## src/rtl/pipeline_hazard_controller.sv

```systemverilog
// pipeline_hazard_controller: stall/flush/bubble sequencing, operand forwarding and branch PC select
// for the 5-stage pipeline, with a saturating stall-cycle counter.
module pipeline_hazard_controller #(
  parameter int FLUSH_EXTRA = 1,
  parameter int CNT_W = 16
) (
  input  logic             clk,
  input  logic             rst_n,
  input  logic [3:0]       dec_rn,
  input  logic [3:0]       dec_rm,
  input  logic [3:0]       dec_rs,
  input  logic             dec_use_rn,
  input  logic             dec_use_rm,
  input  logic             dec_use_rs,
  input  logic [3:0]       ex_rt,
  input  logic             ex_wr,
  input  logic             ex_is_load,
  input  logic [3:0]       mem_rt,
  input  logic             mem_wr,
  input  logic [3:0]       wb_rt,
  input  logic             wb_wr,
  input  logic             branch_taken,
  input  logic             mem_wait,
  output logic             stall_if,
  output logic             stall_id,
  output logic             stall_ex,
  output logic             stall_mem,
  output logic             flush_id,
  output logic             bubble_ex,
  output logic             bubble_wb,
  output logic             pc_sel,
  output logic [1:0]       fwd_rn,
  output logic [1:0]       fwd_rm,
  output logic [1:0]       fwd_rs,
  output logic [1:0]       state,
  output logic [CNT_W-1:0] stall_cycles
);
  typedef enum logic [1:0] {RUN = 2'b00, FLUSH = 2'b01, MEMWAIT = 2'b10} state_t;
  state_t cur, nxt, saved, saved_nxt, eff;
  logic [1:0] cnt, cnt_nxt;
  logic [11:0] srcs;
  logic [2:0] uses, lu;
  logic [5:0] fwds;
  logic s_if, s_id, s_ex, s_mem, fid, bex, bwb, pcs;
  assign srcs = {dec_rs, dec_rm, dec_rn};
  assign uses = {dec_use_rs, dec_use_rm, dec_use_rn};
  for (genvar i = 0; i < 3; i++) begin : g_src
    logic [3:0] s;
    assign s = srcs[4*i +: 4];
    assign lu[i] = uses[i] && s != 4'd15 && ex_wr && ex_is_load && s == ex_rt;
    assign fwds[2*i +: 2] = (!rst_n || !uses[i] || s == 4'd15) ? 2'b00 :
                            (ex_wr && !ex_is_load && s == ex_rt) ? 2'b01 :
                            (mem_wr && s == mem_rt) ? 2'b10 :
                            (wb_wr && s == wb_rt) ? 2'b11 : 2'b00;
  end
  assign {fwd_rs, fwd_rm, fwd_rn} = fwds;
  // Once mem_wait drops, MEMWAIT behaves as the saved state that same cycle, so a held branch acts at once.
  always_comb begin
    eff = (cur == MEMWAIT) ? saved : cur;
    nxt = eff;
    saved_nxt = saved;
    cnt_nxt = cnt;
    {s_if, s_id, s_ex, s_mem, fid, bex, bwb, pcs} = '0;
    if (mem_wait) begin
      {s_if, s_id, s_ex, s_mem, bwb} = '1;
      nxt = MEMWAIT;
      saved_nxt = eff;
    end else if (eff == FLUSH) begin
      fid = 1'b1;
      cnt_nxt = cnt - 2'd1;
      nxt = (cnt <= 2'd1) ? RUN : FLUSH;
    end else if (branch_taken) begin
      {pcs, fid, bex} = '1;
      nxt = (FLUSH_EXTRA == 0) ? RUN : FLUSH;
      cnt_nxt = 2'(FLUSH_EXTRA);
    end else if (|lu) begin
      {s_if, s_id, bex} = '1;
    end
  end
  assign stall_if  = rst_n && s_if;
  assign stall_id  = rst_n && s_id;
  assign stall_ex  = rst_n && s_ex;
  assign stall_mem = rst_n && s_mem;
  assign pc_sel    = rst_n && pcs;
  assign flush_id  = !rst_n || fid;
  assign bubble_ex = !rst_n || bex;
  assign bubble_wb = !rst_n || bwb;
  assign state     = cur;
  always_ff @(posedge clk or negedge rst_n) begin
    if (!rst_n) begin
      cur <= RUN;
      saved <= RUN;
      cnt <= '0;
      stall_cycles <= '0;
    end else begin
      cur <= nxt;
      saved <= saved_nxt;
      cnt <= cnt_nxt;
      if ((s_if || fid) && !(&stall_cycles)) stall_cycles <= stall_cycles + 1'b1;
    end
  end
endmodule
```

## config.mk

```make
export PLATFORM = sky130hd
export DESIGN_NAME = pipeline_hazard_controller
export DESIGN_NICKNAME = d
export VERILOG_FILES = /design/src/rtl/pipeline_hazard_controller.sv
export SDC_FILE = /design/constraint.sdc
export NUM_CORES = 1
export LEC_CHECK = 0
export CORE_ASPECT_RATIO = 0.6
export CORE_MARGIN = 2
export CORE_UTILIZATION = 45
export CTS_BUF_LIST = sky130_fd_sc_hd__clkbuf_4
export DETAILED_ROUTE_END_ITERATION = 7
export DONT_BUFFER_PORTS = 1
export PLACE_DENSITY = 0.68
export REMOVE_ABC_BUFFERS = 1
export SLEW_MARGIN = 15
export SYNTH_ARGS = -nofsm -noshare
export SYNTH_HDL_FRONTEND = slang
export SYNTH_SLANG_ARGS = --single-unit
```

## constraint.sdc

```tcl
create_clock -name clk -period 2.7 [get_ports clk]
set_input_delay 0 -clock clk [delete_from_list [all_inputs] [get_ports clk]]
set_output_delay 0 -clock clk [all_outputs]
set_load 0.02 [all_outputs]
```

---- Word-level counts from Yosys, hierarchy flattened ----
Cells that the tools add are included.
storage, ports and cells
  register bits after elaboration ......... 22
  input bits .............................. 35
  output and inout bits ................... 32
  logic and storage cells ................. 103
operators by class
  add/sub/neg operators ................... 2
  $lt $le $gt $ge ......................... 1
  eq/ne operators ......................... 17
  mux-type cells .......................... 32
  bitwise logic cells ..................... 1
  reduce and logical (&&, ||, !) cells .... 46
operator list
  operator               count
  $eq 4x4->1             9
  $mux 2                 18
  $logic_and 1x1->1      26
  $add 16x1->16 const B  1
  $reduce_and 16->1      1
  $mux 1                 14
  $eq 4x4->1 const B     3
  $ne 4x4->1 const B     3
  $logic_or 1x1->1       10
  $logic_not 1->1        6
  $reduce_or 3->1        1
  $eq 2x1->1 const B     1
  $eq 2x2->1 const B     1
  $le 2x1->1 const B     1
  $reduce_and 2->1       1
  $reduce_bool 2->1      1
  $sub 2x1->2 const B    1
  $not 1->1              1

---- Logic depth before layout (Yosys ltp) ----
  word-level depth ........................ 12
  gate-level depth with buffers ........... 8
  gate-level depth less buffers ........... 7

---- Worst setup path after synthesis ----
OpenSTA, ideal clock, no wires.
  path type ............................... register -> register
  start ................................... register stall_cycles[6]
  end ..................................... register stall_cycles[12]
  setup time .............................. 0.134 ns
  arrival ................................. 1.940 ns
  required time ........................... 2.566 ns
  slack ................................... 0.625 ns
  cell stages (with the launch flop) ...... 9
  path buffers ............................ 1
  period minus slack after synthesis ...... 2.075 ns
  cell sequence ........................... dfrtp_1 -> and4_1 -> and2_1 -> and3_4 -> nand4_2 -> o32ai_4 -> buf_6 -> nor3_1 -> xor2_1
on the way
  cells in the longest elaborated chain, start to end .. 3
  elaborated cells between the ends (all ways) .. 4
  classes of those cells .................. 1 x add/sub; 3 x reduce/logical
ends and longest elaborated chain
  element                                                line  source
  start: declaration                                     36    output logic [CNT_W-1:0] stall_cycles
  start signal: assignment                               99    if ((s_if || fid) && !(&stall_cycles)) stall_cycles <= stall_cycles + 1'b1;
  branches (longest 3 deep; another with $add 16x1->16)  --
Parallel ways; which one is timed is not known.
A chain may end at the register's enable or synchronous reset.

---- Worst setup path in the final report ----
  start ................................... register stall_cycles[6]
  end ..................................... register stall_cycles[9]
Same word-level chain as after synthesis.

==> results.yml <==
finish:
  instances_no_fill: 238
  n_fill_cell: 322
  drive_above_1_share_pct: 5.70
  design.final.nets: 231
  most-common-layout-cells: "xor2_1 (29), xnor2_1 (22), dfrtp_1 (22)"
  mostFrequentLayoutCell: "xor2_1"
  diodes: 0
  area_growth_syn_to_layout_pct: 6.54
grt:
  gr-usage-all-layers_pct: 21.1
  grt_pass1_wl_mm: 6.63
  initial_antenna_violation_count: 0
  grt_overflow: 0
  grt_max_degree: 23
  first_global_vias: 1322
die:
  design.core.area_um2: 3380
  num_io_pins: 67
  floorplan.die_area_um2: 4170
  rows: 16
  die_width_um: 82.1
  floorplan.die.height_um: 50.8
  initial_core_util_pct: 48.6
detailed_routing:
  routed_via_density: 5.78
  routed_wl_mm: 4.05
  antenna_violating_nets_post_route: 0
  routedWlPerCell_um: 17.0
  met2_length_mm: 1.75
  top_signal_layer_used: "met4"
  detail_route.iter0.violations: 115
  detailroute.via_count: 1375
  drt_pre_antenna_iters: 4
  met3_length_um: 456
  post-route-drc-count: 0
  wl_met1_mm: 1.82
power:
  p_total_w: 0.00109
  power-per-cell-area_nw_per_um2: 622
  power_leakage_nw: 0.768
  irDropWorstVdd_mv: 0.284
clock_network:
  h-tree-depth: 1
  cts_made_buffers: 3
  clock_pin_slew_of_the_registers_on_the_worst_case_setup_and_hold_paths_ns: 0.12
  cts_max_path_buffers: 2
  cts_sinks: 22
  clock_latency_ns: 0.31
  post-cts-setup-buffers: 0
  cts_hold_repair.buffers: 4
  ctsResizeCount: 0
  clock-root-buffer: "clkbuf_4"
  clock_tree_from_tritoncts: "built"
min_path:
  hold_path.class: "in -> out"
critical_path:
  critical_path_arrival_ns: 2.49
  critical_path.top_delay_family: "simple AND/OR/NAND/NOR gates"
  critical_path.slowest_cell: "dfrtp_1"
  setup.worst_path.class: "reg -> reg"
  critical_path_required_ns: 2.89
  cp_buf_inv_count: 1
  max_stage_delay_ns: 0.55
  critical_path_peak_fanout: 11
  crit_chain: "and4_1 > and2_1 > and3_4 > nand4_2 > o32ai_4 > buf_4 > nor4_1 > xor2_1"
  worst_setup_path_start_kind: "flop"
  endpoint_kind: "flop"
timing:
  rsz_0062_raised_after_global_routing: "no"
  final-max-slew-violation-count: 0
  maxClockFrequency_ghz: 0.435
  tightest_slew_margin_relative_to_the_limit_pct: 35.1
  setup_viol: 0
  timing.setup.tns_ns: 0
  fin_crit_sh_pct: 85.2
  clock-skew-final_ns: 0.00914
  tightestPinTransition_ns: 0.971
  post-route-min-period_ns: 2.30
  count_of_final_hold_check_violations: 0
logic_synthesis:
  yosysWarningCount: 0
  netlist_area_um2: 1650
  yosys.cell_types.count: 34
  synth.avg_cell_area_um2: 8.80
  synth_ff_type: "dfrtp_1"
  synth_enable_flop_cells: 0
  postSynthCellCount: 187
  synth_async_sr_flop_share_pct: 100
  number_of_flip_flops_and_latches_in_the_synthesized_netlist: 22
  synth.yosys.seq_area_share_pct: 33.5
placement:
  port-buffer-count: 0
  placed_cells_incl_taps: 230
  routabilityCongestion: 0.919
  place_hpwl_mm: 3.23
outcome:
  outcome: "complete, no violations"
job:
  max_cap_violations: 0
==> worst reg2reg max path, cell delays in order (launching register included) <==
cell and delay [ns]:
dfrtp_1 0.55, and4_1 0.25, and2_1 0.16, and3_4 0.21
nand4_2 0.14, o32ai_4 0.39, buf_4 0.25, nor4_1 0.08
xor2_1 0.15
==> synthesized netlist by cell type (2+ instances only) <==
| master | instances | share of area [%] |
|---|---|---|
| nand2b_1 | 2 | 0.76 |
| dfrtp_1 | 22 | 33 |
| ha_1 | 2 | 1.5 |
| nor2_1 | 14 | 3.2 |
| o21ai_0 | 3 | 0.91 |
| nand2_1 | 14 | 3.2 |
| nor3_1 | 15 | 4.6 |
| nor4_1 | 4 | 1.5 |
| and2_1 | 2 | 0.76 |
| xor2_1 | 29 | 15 |
| xnor2_1 | 22 | 12 |
| a21oi_1 | 6 | 1.8 |
| nand3_1 | 10 | 3.0 |
| and3_1 | 2 | 0.76 |
| nand4_1 | 7 | 2.7 |
| buf_4 | 2 | 0.91 |
| nor2b_1 | 5 | 1.9 |
| inv_1 | 10 | 2.3 |
==> path summary, 6_finish.rpt <==
path	depth (start not counted)	end	slack, ns	start
max in group asynchronous	1	cnt[0]$_DFFE_PN0P_	1.83	rst_n
min in group asynchronous	1	stall_cycles[6]$_DFFE_PN0P_	0.28	rst_n
max	8	stall_cycles[9]$_DFFE_PN0P_	0.40	stall_cycles[6]$_DFFE_PN0P_
min reg2reg	1	cnt[0]$_DFFE_PN0P_	0.52	cnt[0]$_DFFE_PN0P_
min	1	bubble_ex	0.13	rst_n
max reg2reg	8	stall_cycles[9]$_DFFE_PN0P_	0.40	stall_cycles[6]$_DFFE_PN0P_
==> metal layers <==
metal,GRT usage [%],vias up
li1,-,651
met1,31.2,656
met2,30.5,66
met3,7.77,2
met4,1.94,0
met5,0,-
==> metrics by stage <==
| step | hold WS, ns | cell area, um2 | utilization (%) | setup slack, ns |
|---|---|---|---|---|
| 2_1_floorplan | -0.296 | 1620 | - | 0.479 |
| 3_3_place_gp | -0.295 | 1690 | 49.9 | 0.467 |
| 3_5_place_dp | -0.295 | 1690 | 49.9 | 0.427 |
| 4_1_cts | 0.130 | 1750 | 51.8 | 0.394 |
| 5_1_grt | 0.139 | 1750 | 51.8 | 0.197 |
| 6_report | 0.129 | 1750 | 51.8 | 0.399 |
==> area by class of cell <==
cell class	count	area, um2	share of cell area, %
Clock buffer	3	22.5	1.28
Clock inverter	1	3.75	0.214
Tap cell	45	56.3	3.21
Sequential cell	22	551	31.4
Multi-Input combinational cell	151	1030	58.6
Inverter	10	37.5	2.14
Timing Repair Buffer	6	55.1	3.14
==> state kept, by name, indices dropped and copies added (netlist names) <==
name,cells
stall_cycles,16
cnt,2
saved,2
state,2
==> cells by family (layout without fill, tap and decap cells) <==
group | count (synthesis) | after routing | synth area share (%)
and+or+nand+nor | 79 | 79 | 24.7
xor gates and xnor gates | 51 | 51 | 27.1
AOI/OAI and AO/OA | 18 | 18 | 8.37
DFF | 22 | 22 | 33.5
adders and majority gates | 2 | 2 | 1.52
buffers and inverters | 14 | 20 | 4.11
muxes | 1 | 1 | 0.684
==> where the power goes <==
group	switching [W]	total [W]	internal (W)
Combinational	0.000167	0.000332	0.000164
Sequential	0.000191	0.000609	0.000418
Clock	0.0000954	0.000149	0.0000540
No activity file was read; power rests on OpenSTA's default activity.
